==> config.mk <==
export PLATFORM = sky130hd
export DESIGN_NAME = mem_port_arbiter
export DESIGN_NICKNAME = d
export VERILOG_FILES = /design/src/rtl/mem_port_arbiter.sv
export SDC_FILE = /design/constraint.sdc
export NUM_CORES = 1
export LEC_CHECK = 0
export CAP_MARGIN = 10
export CORE_UTILIZATION = 40
export DETAILED_ROUTE_END_ITERATION = 10
export PLACE_DENSITY = 0.77
export SYNTH_ARGS = -nofsm -noshare
export SYNTH_HDL_FRONTEND = slang
export SYNTH_SLANG_ARGS = --single-unit
==> constraint.sdc <==
create_clock -name clk_i -period 1.98 [get_ports clk_i]
set_input_delay 0.495 -clock clk_i [delete_from_list [all_inputs] [get_ports clk_i]]
set_output_delay 0.495 -clock clk_i [all_outputs]
set_load 0.05 [all_outputs]
==> src/rtl/mem_port_arbiter.sv <==
// mem_port_arbiter: shares one single-port memory between two masters
// (m0 = cpu, m1 = loader/debug). The grant is a combinational round-robin
// with optional burst lock limited by a fairness counter. The memory command
// is registered one cycle after the grant, and read data is steered back to
// the issuing master through a two-stage tag pipe that matches the memory's
// one-cycle read latency.
module mem_port_arbiter #(
    parameter int ADDR_WIDTH = 12,
    parameter int DATA_WIDTH = 16,
    parameter int MAX_BURST  = 4
) (
    input  logic                  clk_i,
    input  logic                  rst_i,
    input  logic                  m0_req_i,
    input  logic                  m0_wr_i,
    input  logic                  m0_lock_i,
    input  logic [ADDR_WIDTH-1:0] m0_addr_i,
    input  logic [DATA_WIDTH-1:0] m0_wdata_i,
    output logic                  m0_gnt_o,
    output logic                  m0_rvalid_o,
    output logic [DATA_WIDTH-1:0] m0_rdata_o,
    input  logic                  m1_req_i,
    input  logic                  m1_wr_i,
    input  logic                  m1_lock_i,
    input  logic [ADDR_WIDTH-1:0] m1_addr_i,
    input  logic [DATA_WIDTH-1:0] m1_wdata_i,
    output logic                  m1_gnt_o,
    output logic                  m1_rvalid_o,
    output logic [DATA_WIDTH-1:0] m1_rdata_o,
    output logic                  mem_en_o,
    output logic                  mem_rd_en_o,
    output logic                  mem_wr_en_o,
    output logic [ADDR_WIDTH-1:0] mem_addr_o,
    output logic [DATA_WIDTH-1:0] mem_din_o,
    input  logic [DATA_WIDTH-1:0] mem_dout_i
);

    localparam int               CNT_W   = $clog2(MAX_BURST + 1);
    localparam logic [CNT_W-1:0] MAX_CNT = CNT_W'(MAX_BURST);

    typedef enum logic { M0 = 1'b0, M1 = 1'b1 } master_e;

    // Arbitration state: last granted master and its run of consecutive grants.
    master_e          last_gnt;
    logic [CNT_W-1:0] burst_cnt;

    logic             gnt_valid;
    master_e          gnt_id;
    logic             owner_lock;

    logic                  sel_wr;
    logic [ADDR_WIDTH-1:0] sel_addr;
    logic [DATA_WIDTH-1:0] sel_wdata;

    // Read tag pipe: stage 1 aligns with the memory command, stage 2 with the data.
    logic    rd_vld_q1, rd_vld_q2;
    master_e rd_id_q1, rd_id_q2;

    logic [DATA_WIDTH-1:0] m0_rdata_q, m1_rdata_q;

    // Grant decision: a lone requester wins; on contention the owner keeps the bus
    // only while it holds lock and is under the burst limit.
    always_comb begin
        // NOTE: every signal driven here gets a default first, so no path leaves one unassigned and infers a latch.
        gnt_valid  = 1'b0;
        gnt_id     = M0;
        owner_lock = (last_gnt == M1) ? m1_lock_i : m0_lock_i;
        if (!rst_i) begin
            if (m0_req_i && m1_req_i) begin
                gnt_valid = 1'b1;
                if (owner_lock && (burst_cnt < MAX_CNT)) begin
                    gnt_id = last_gnt;
                end else begin
                    gnt_id = (last_gnt == M0) ? M1 : M0;
                end
            end else if (m0_req_i) begin
                gnt_valid = 1'b1;
                gnt_id    = M0;
            end else if (m1_req_i) begin
                gnt_valid = 1'b1;
                gnt_id    = M1;
            end
        end
    end

    // Command mux: forward the granted master's command toward the memory register.
    always_comb begin
        if (gnt_id == M1) begin
            sel_wr    = m1_wr_i;
            sel_addr  = m1_addr_i;
            sel_wdata = m1_wdata_i;
        end else begin
            sel_wr    = m0_wr_i;
            sel_addr  = m0_addr_i;
            sel_wdata = m0_wdata_i;
        end
    end

    // Arbitration state update: burst count restarts on a master change and saturates.
    always_ff @(posedge clk_i) begin
        // NOTE: clocked state uses non-blocking assignments so every register samples pre-edge values.
        if (rst_i) begin
            last_gnt  <= M1;
            burst_cnt <= '0;
        end else if (gnt_valid) begin
            last_gnt <= gnt_id;
            if (gnt_id != last_gnt) begin
                burst_cnt <= CNT_W'(1);
            end else if (burst_cnt != MAX_CNT) begin
                burst_cnt <= burst_cnt + CNT_W'(1);
            end
        end
    end

    // Registered memory command: strobes follow the grant, address/data hold when idle.
    always_ff @(posedge clk_i) begin
        if (rst_i) begin
            mem_en_o    <= 1'b0;
            mem_rd_en_o <= 1'b0;
            mem_wr_en_o <= 1'b0;
            mem_addr_o  <= '0;
            mem_din_o   <= '0;
        end else begin
            mem_en_o    <= gnt_valid;
            mem_rd_en_o <= gnt_valid && !sel_wr;
            mem_wr_en_o <= gnt_valid && sel_wr;
            if (gnt_valid) begin
                mem_addr_o <= sel_addr;
                mem_din_o  <= sel_wdata;
            end
        end
    end

    // Read return path: tag pipe plus per-master hold of the last returned word.
    always_ff @(posedge clk_i) begin
        if (rst_i) begin
            rd_vld_q1  <= 1'b0;
            rd_vld_q2  <= 1'b0;
            rd_id_q1   <= M0;
            rd_id_q2   <= M0;
            m0_rdata_q <= '0;
            m1_rdata_q <= '0;
        end else begin
            rd_vld_q1 <= gnt_valid && !sel_wr;
            rd_id_q1  <= gnt_id;
            rd_vld_q2 <= rd_vld_q1;
            rd_id_q2  <= rd_id_q1;
            if (m0_rvalid_o) begin
                m0_rdata_q <= mem_dout_i;
            end
            if (m1_rvalid_o) begin
                m1_rdata_q <= mem_dout_i;
            end
        end
    end

    assign m0_gnt_o    = gnt_valid && (gnt_id == M0);
    assign m1_gnt_o    = gnt_valid && (gnt_id == M1);
    assign m0_rvalid_o = rd_vld_q2 && (rd_id_q2 == M0);
    assign m1_rvalid_o = rd_vld_q2 && (rd_id_q2 == M1);
    assign m0_rdata_o  = m0_rvalid_o ? mem_dout_i : m0_rdata_q;
    assign m1_rdata_o  = m1_rvalid_o ? mem_dout_i : m1_rdata_q;

endmodule

==> out/results.md, run 1 <==
| Parameter | This run | Unit |
| --- | --- | --- |
| Total grt overflow | 0 | - |
| Critical path type | flop to output port | - |
| # rows | 33 | - |
| Setup TNS after final layout | -0.846 | ns |
| Crit path setup slack, layout | -0.0622 | ns |
| Synth Area in Adders | 0.741 | % |
| Die Ht | 93.9 | microns |
| Gate count of the mapped netlist | 327 | - |
| Maximum vdd ir drop | 0.000384 | V |
| Dominant combinational cell family by area after synthesis | multiplexers | - |
| Arrival time at the worst endpoint | 1.55 | ns |
| Area of the core | 0.00818 | sq mm |
| Max Cap Viol | 0 | - |
| Crit path largest cell delay | 0.37 | ns |
| Worst reg2reg setup slack | 0.27 | ns |
| Die outline area | 0.00881 | sq mm |
| Global routing's busiest layer | met2 | - |
| Final hold violation count | 0 | - |
| Synthesized-area fraction occupied by ao, oa, aoi and oai cells | 13.9 | % |
| Pwr Total | 0.00400 | W |
| Remaining max-slew budget at the tightest pin | 65.4 | % |
| Met1 Usage GRT | 23.6 | % |
| # placed instances | 566 | - |
| Max-slew violations | 0 | - |
| Final Net Count | 557 | - |
| Path length in cells of the critical path | 4 | - |
| Total number of clock tree sinks | 70 | - |
| CTS root buffer | sky130_fd_sc_hd__clkbuf_8 | - |
| Detail-routed via count per cell | 5.34 | - |
| Width of the die | 93.9 | microns |
| Fraction of the core area covered by cells at the end of the flow | 68.4 | % |
| Clock network latency to the later pin of the worst-skew pair | 0.34 | ns |
| Cell area after technology mapping | 0.00338 | sq mm |
| Pin count of the biggest net entering global routing | 52 | - |
| Clock H-tree levels | 3 | - |
| Router iterations before antenna repair | 4 | - |
| Number of library cell types mapped by synthesis | 31 | - |
| Power share of the combinational group | 26.8 | % |
| Simple-gate share of the synthesized area | 18.9 | % |
| Static leakage | 2.38 | nW |
| GP Congestion | 0.789 | - |
| Port-buffer cells | 146 | - |
| Clock network power share | 34.9 | % |
| Starting density of the core | 41.3 | % |
| Syn avg cell area | 10.3 | sq um |
| IO Pins | 147 | - |
| Via total after detailed routing | 3,129 | - |
| Clock tree from TritonCTS | yes | - |
| Area growth from synthesis to layout | 65.6 | % |
| Worst clock skew on the final layout | 0.0115 | ns |
| Ratio of total power to cell area | 716 | mW/mm^2 |
| Non-Filler Instances | 586 | - |
| Class of the tightest hold or removal check | flop to flop | - |
| Power spent charging and discharging nets | 0.00120 | W |
| Buffers and inverters on the worst path | 2 | - |
| Result of the run | finished, violations left | - |
| Switching Fraction | 30.1 | % |
| Number of warning messages in the yosys log | 0 | - |
| Placed wire-length estimate | 6370 | microns |
| Failing checks | negative setup slack | - |
| Final setup vio count | 17 | - |
| CP delay by family, top | multiplexers | - |
| Fraction of the cycle the final worst path needs | 103 | % |
| #FFs+latches synth | 70 | - |
| Depth of the worst register-to-register path | 6 | - |
| Share of cell area taken by muxes after synthesis | 19.9 | % |
| Cell seen most often among critical-path stages | sky130_fd_sc_hd__buf_12 | - |
| Maximum fanout count along the critical path | 9 | - |
| CP max stage cell | sky130_fd_sc_hd__mux2_2 | - |
| Clock period minus worst slack | 2.04 | ns |
| Fraction of met3 tracks used by global routing | 4.61 | % |
| Global Route met2 Usage | 36.4 | % |
| Number of buffers added by the clock tree synthesis step | 9 | - |
| Sequential share of power | 38.3 | % |
| Achievable clock frequency | 490 | MHz |
| Setup slack at placement | -0.373 | ns |
| Worst Hold Path Cells | 1 | - |
| DRC violation count after routing | 0 | - |
| Antenna violation net count after detailed routing | 0 | - |
| Layout filler cell count | 602 | - |
| Critical Path End Type | output port | - |
| RSZ-0062 raised after global routing | true | - |
| Global Route Usage Sum | 20.5 | % |
| Largest buffer count on any clock path | 2 | - |
| Xor/xnor cell area share of the yosys netlist | 0 | % |
| Routed length per instance | 16.1 | microns |
| Initial antenna violation count | 1 | - |
| Synthesized Nets | 409 | - |
| Proportion of layout cells with a drive suffix above 1 | 31.0 | % |
| Design internal power | 0.00280 | W |
| Cell Chain, Critical Path | nor2b_4 > buf_12 > mux2_2 > buf_12 | - |
| WL final | 9460 | microns |
| Clock-pin slew on the worst setup and hold paths | 0.08 | ns |
| DR iter-0 viols | 47 | - |
| Vias in the first global route | 3,028 | - |
| Global-route wire length before repair | 14,200 | microns |
| Measured slew at the worst slew-check pin | 0.518 | ns |
| Critical path launch point type | flop | - |
| Required time worst endpoint | 1.48 | ns |
| Sequential element share of the synthesized area | 41.5 | % |
## kinds of logic (layout without fill, tap and decap cells)
family / after synthesis / in the layout
other: 0 / 1
AOI/OAI and AO/OA: 40 / 40
buffers and inverters: 35 / 188
DFF: 70 / 70
and+or+nand+nor: 117 / 117
muxes: 63 / 63
adders and majority gates: 2 / 2
## cell usage in the layout (no fill, tap or decap), drive strengths merged
cell type / n
clkdlybuf4s50: 74
dfxtp: 70
buf: 68
nor2b: 39
nand2: 34
mux2: 34
mux2i: 29
nand4: 28
o221ai: 28
dlygate4sd2: 21
clkbuf: 11
nor2: 7
inv: 5
o22ai: 3
bufinv: 3
nand2b: 3
o21ai: 2
nand3b: 2
ha: 2
clkinvlp: 2
dlymetal6s2s: 2
a21boi: 2
diode: 1
a22o: 1
o21bai: 1
a22oi: 1
o2bb2ai: 1
and2: 1
or2: 1
nor3b: 1
a211o: 1
nand3: 1
clkinv: 1
clkdlybuf4s15: 1
## metrics by stage
step	hold slack, ns	cell area, sq um
2_1_floorplan	0.414	3390
3_3_place_gp	0.421	5170
3_5_place_dp	0.426	5170
6_report	0.452	5590
4_1_cts	0.451	5460
5_1_grt	0.464	5590
## flip-flops by register name, summed over array words and instances, names as in the netlist
signal       flops
last_gnt         1
mem_en_o         1
rd_id_q1         1
rd_id_q2         1
rd_vld_q1        1
rd_vld_q2        1
m1_rdata_q      16
m0_rdata_q      16
mem_addr_o      12
mem_din_o       16
mem_wr_en_o      1
burst_cnt        3
## worst paths after layout
kind | from | to
max | rd_vld_q2 | m0_rdata_o[3]
min | rd_id_q1 | rd_id_q2
max reg2reg | last_gnt | mem_din_o[3]
min reg2reg | rd_id_q1 | rd_id_q2
## layout make-up
| cell class | instances | area, sq um | area share, % |
|---|---|---|---|
| repair buffers | 167 | 1880 | 33.6 |
| clock buffers | 10 | 128 | 2.28 |
| clock inverters | 6 | 110 | 1.97 |
| multi-input cells | 222 | 1920 | 34.3 |
| inverters | 5 | 18.8 | 0.336 |
| flip-flops and latches | 70 | 1410 | 25.1 |
| diodes | 1 | 2.50 | 0.0447 |
| well taps | 105 | 131 | 2.35 |
## synthesized netlist by cell type, drive strengths merged
master | count | area, sq um
a211o | 1 | 8.76
a21boi | 2 | 18.8
a22o | 1 | 17.5
a22oi | 1 | 7.51
and2 | 1 | 6.26
buf | 17 | 103
clkbuf | 13 | 48.8
dfxtp | 70 | 1400
ha | 2 | 25.0
inv | 5 | 18.8
mux2 | 34 | 383
mux2i | 29 | 290
nand2 | 34 | 128
nand2b | 3 | 26.3
nand3 | 1 | 5.00
nand3b | 2 | 15.0
nand4 | 28 | 175
nor2 | 7 | 26.3
nor2b | 39 | 244
nor3b | 1 | 7.51
o21ai | 2 | 10.0
o21bai | 1 | 7.51
o221ai | 28 | 370
o22ai | 3 | 18.8
o2bb2ai | 1 | 8.76
or2 | 1 | 6.26
## layer usage
| layer | wire length (microns) | part of all wire, % |
|---|---|---|
| met1 | 3950 | 42 |
| met2 | 4740 | 50 |
| met3 | 600 | 6.3 |
| met4 | 163 | 1.7 |
| met5 | 0 | 0 |
## repair_timing
| item | in CTS | in global routing |
|---|---|---|
| hold endpoints to repair | 0 | 0 |
| hold buffers | 0 | 0 |
| gates cloned | 0 | 1 |
| resized for setup | 43 | 27 |
| setup endpoints to repair | 52 | 36 |
| pin swaps | 3 | 0 |
| setup buffers | 1 | 1 |
## power groups by stage
| stage | logic [W] | clock network, W | registers (W) |
|---|---|---|---|
| after floorplan | 0.000411 | 0 | 0.00176 |
| after global placement | 0.00106 | 0 | 0.00156 |
| after detailed placement | 0.00108 | 0 | 0.00156 |
| after CTS | 0.00106 | 0.00142 | 0.00153 |
| after global routing | 0.00113 | 0.00148 | 0.00154 |
| final | 0.00107 | 0.00140 | 0.00153 |
## worst reg2reg max path, stage by stage (launching register included)
cell and delay (ns):
sky130_fd_sc_hd__dfxtp_2 0.35, sky130_fd_sc_hd__nor2_1 0.12, sky130_fd_sc_hd__a22o_4 0.15, sky130_fd_sc_hd__buf_4 0.33
sky130_fd_sc_hd__and2_1 0.24, sky130_fd_sc_hd__buf_12 0.23, sky130_fd_sc_hd__o221ai_1 0.18
(Power assumes the default switching activity.)
==> inputs of run 2 (changes only) <==
ABC_CLOCK_PERIOD_IN_PS = 1980   (was not set)
==> results of run 2 <==
The final DEF is identical to that of run 1; final timing and power are the same.
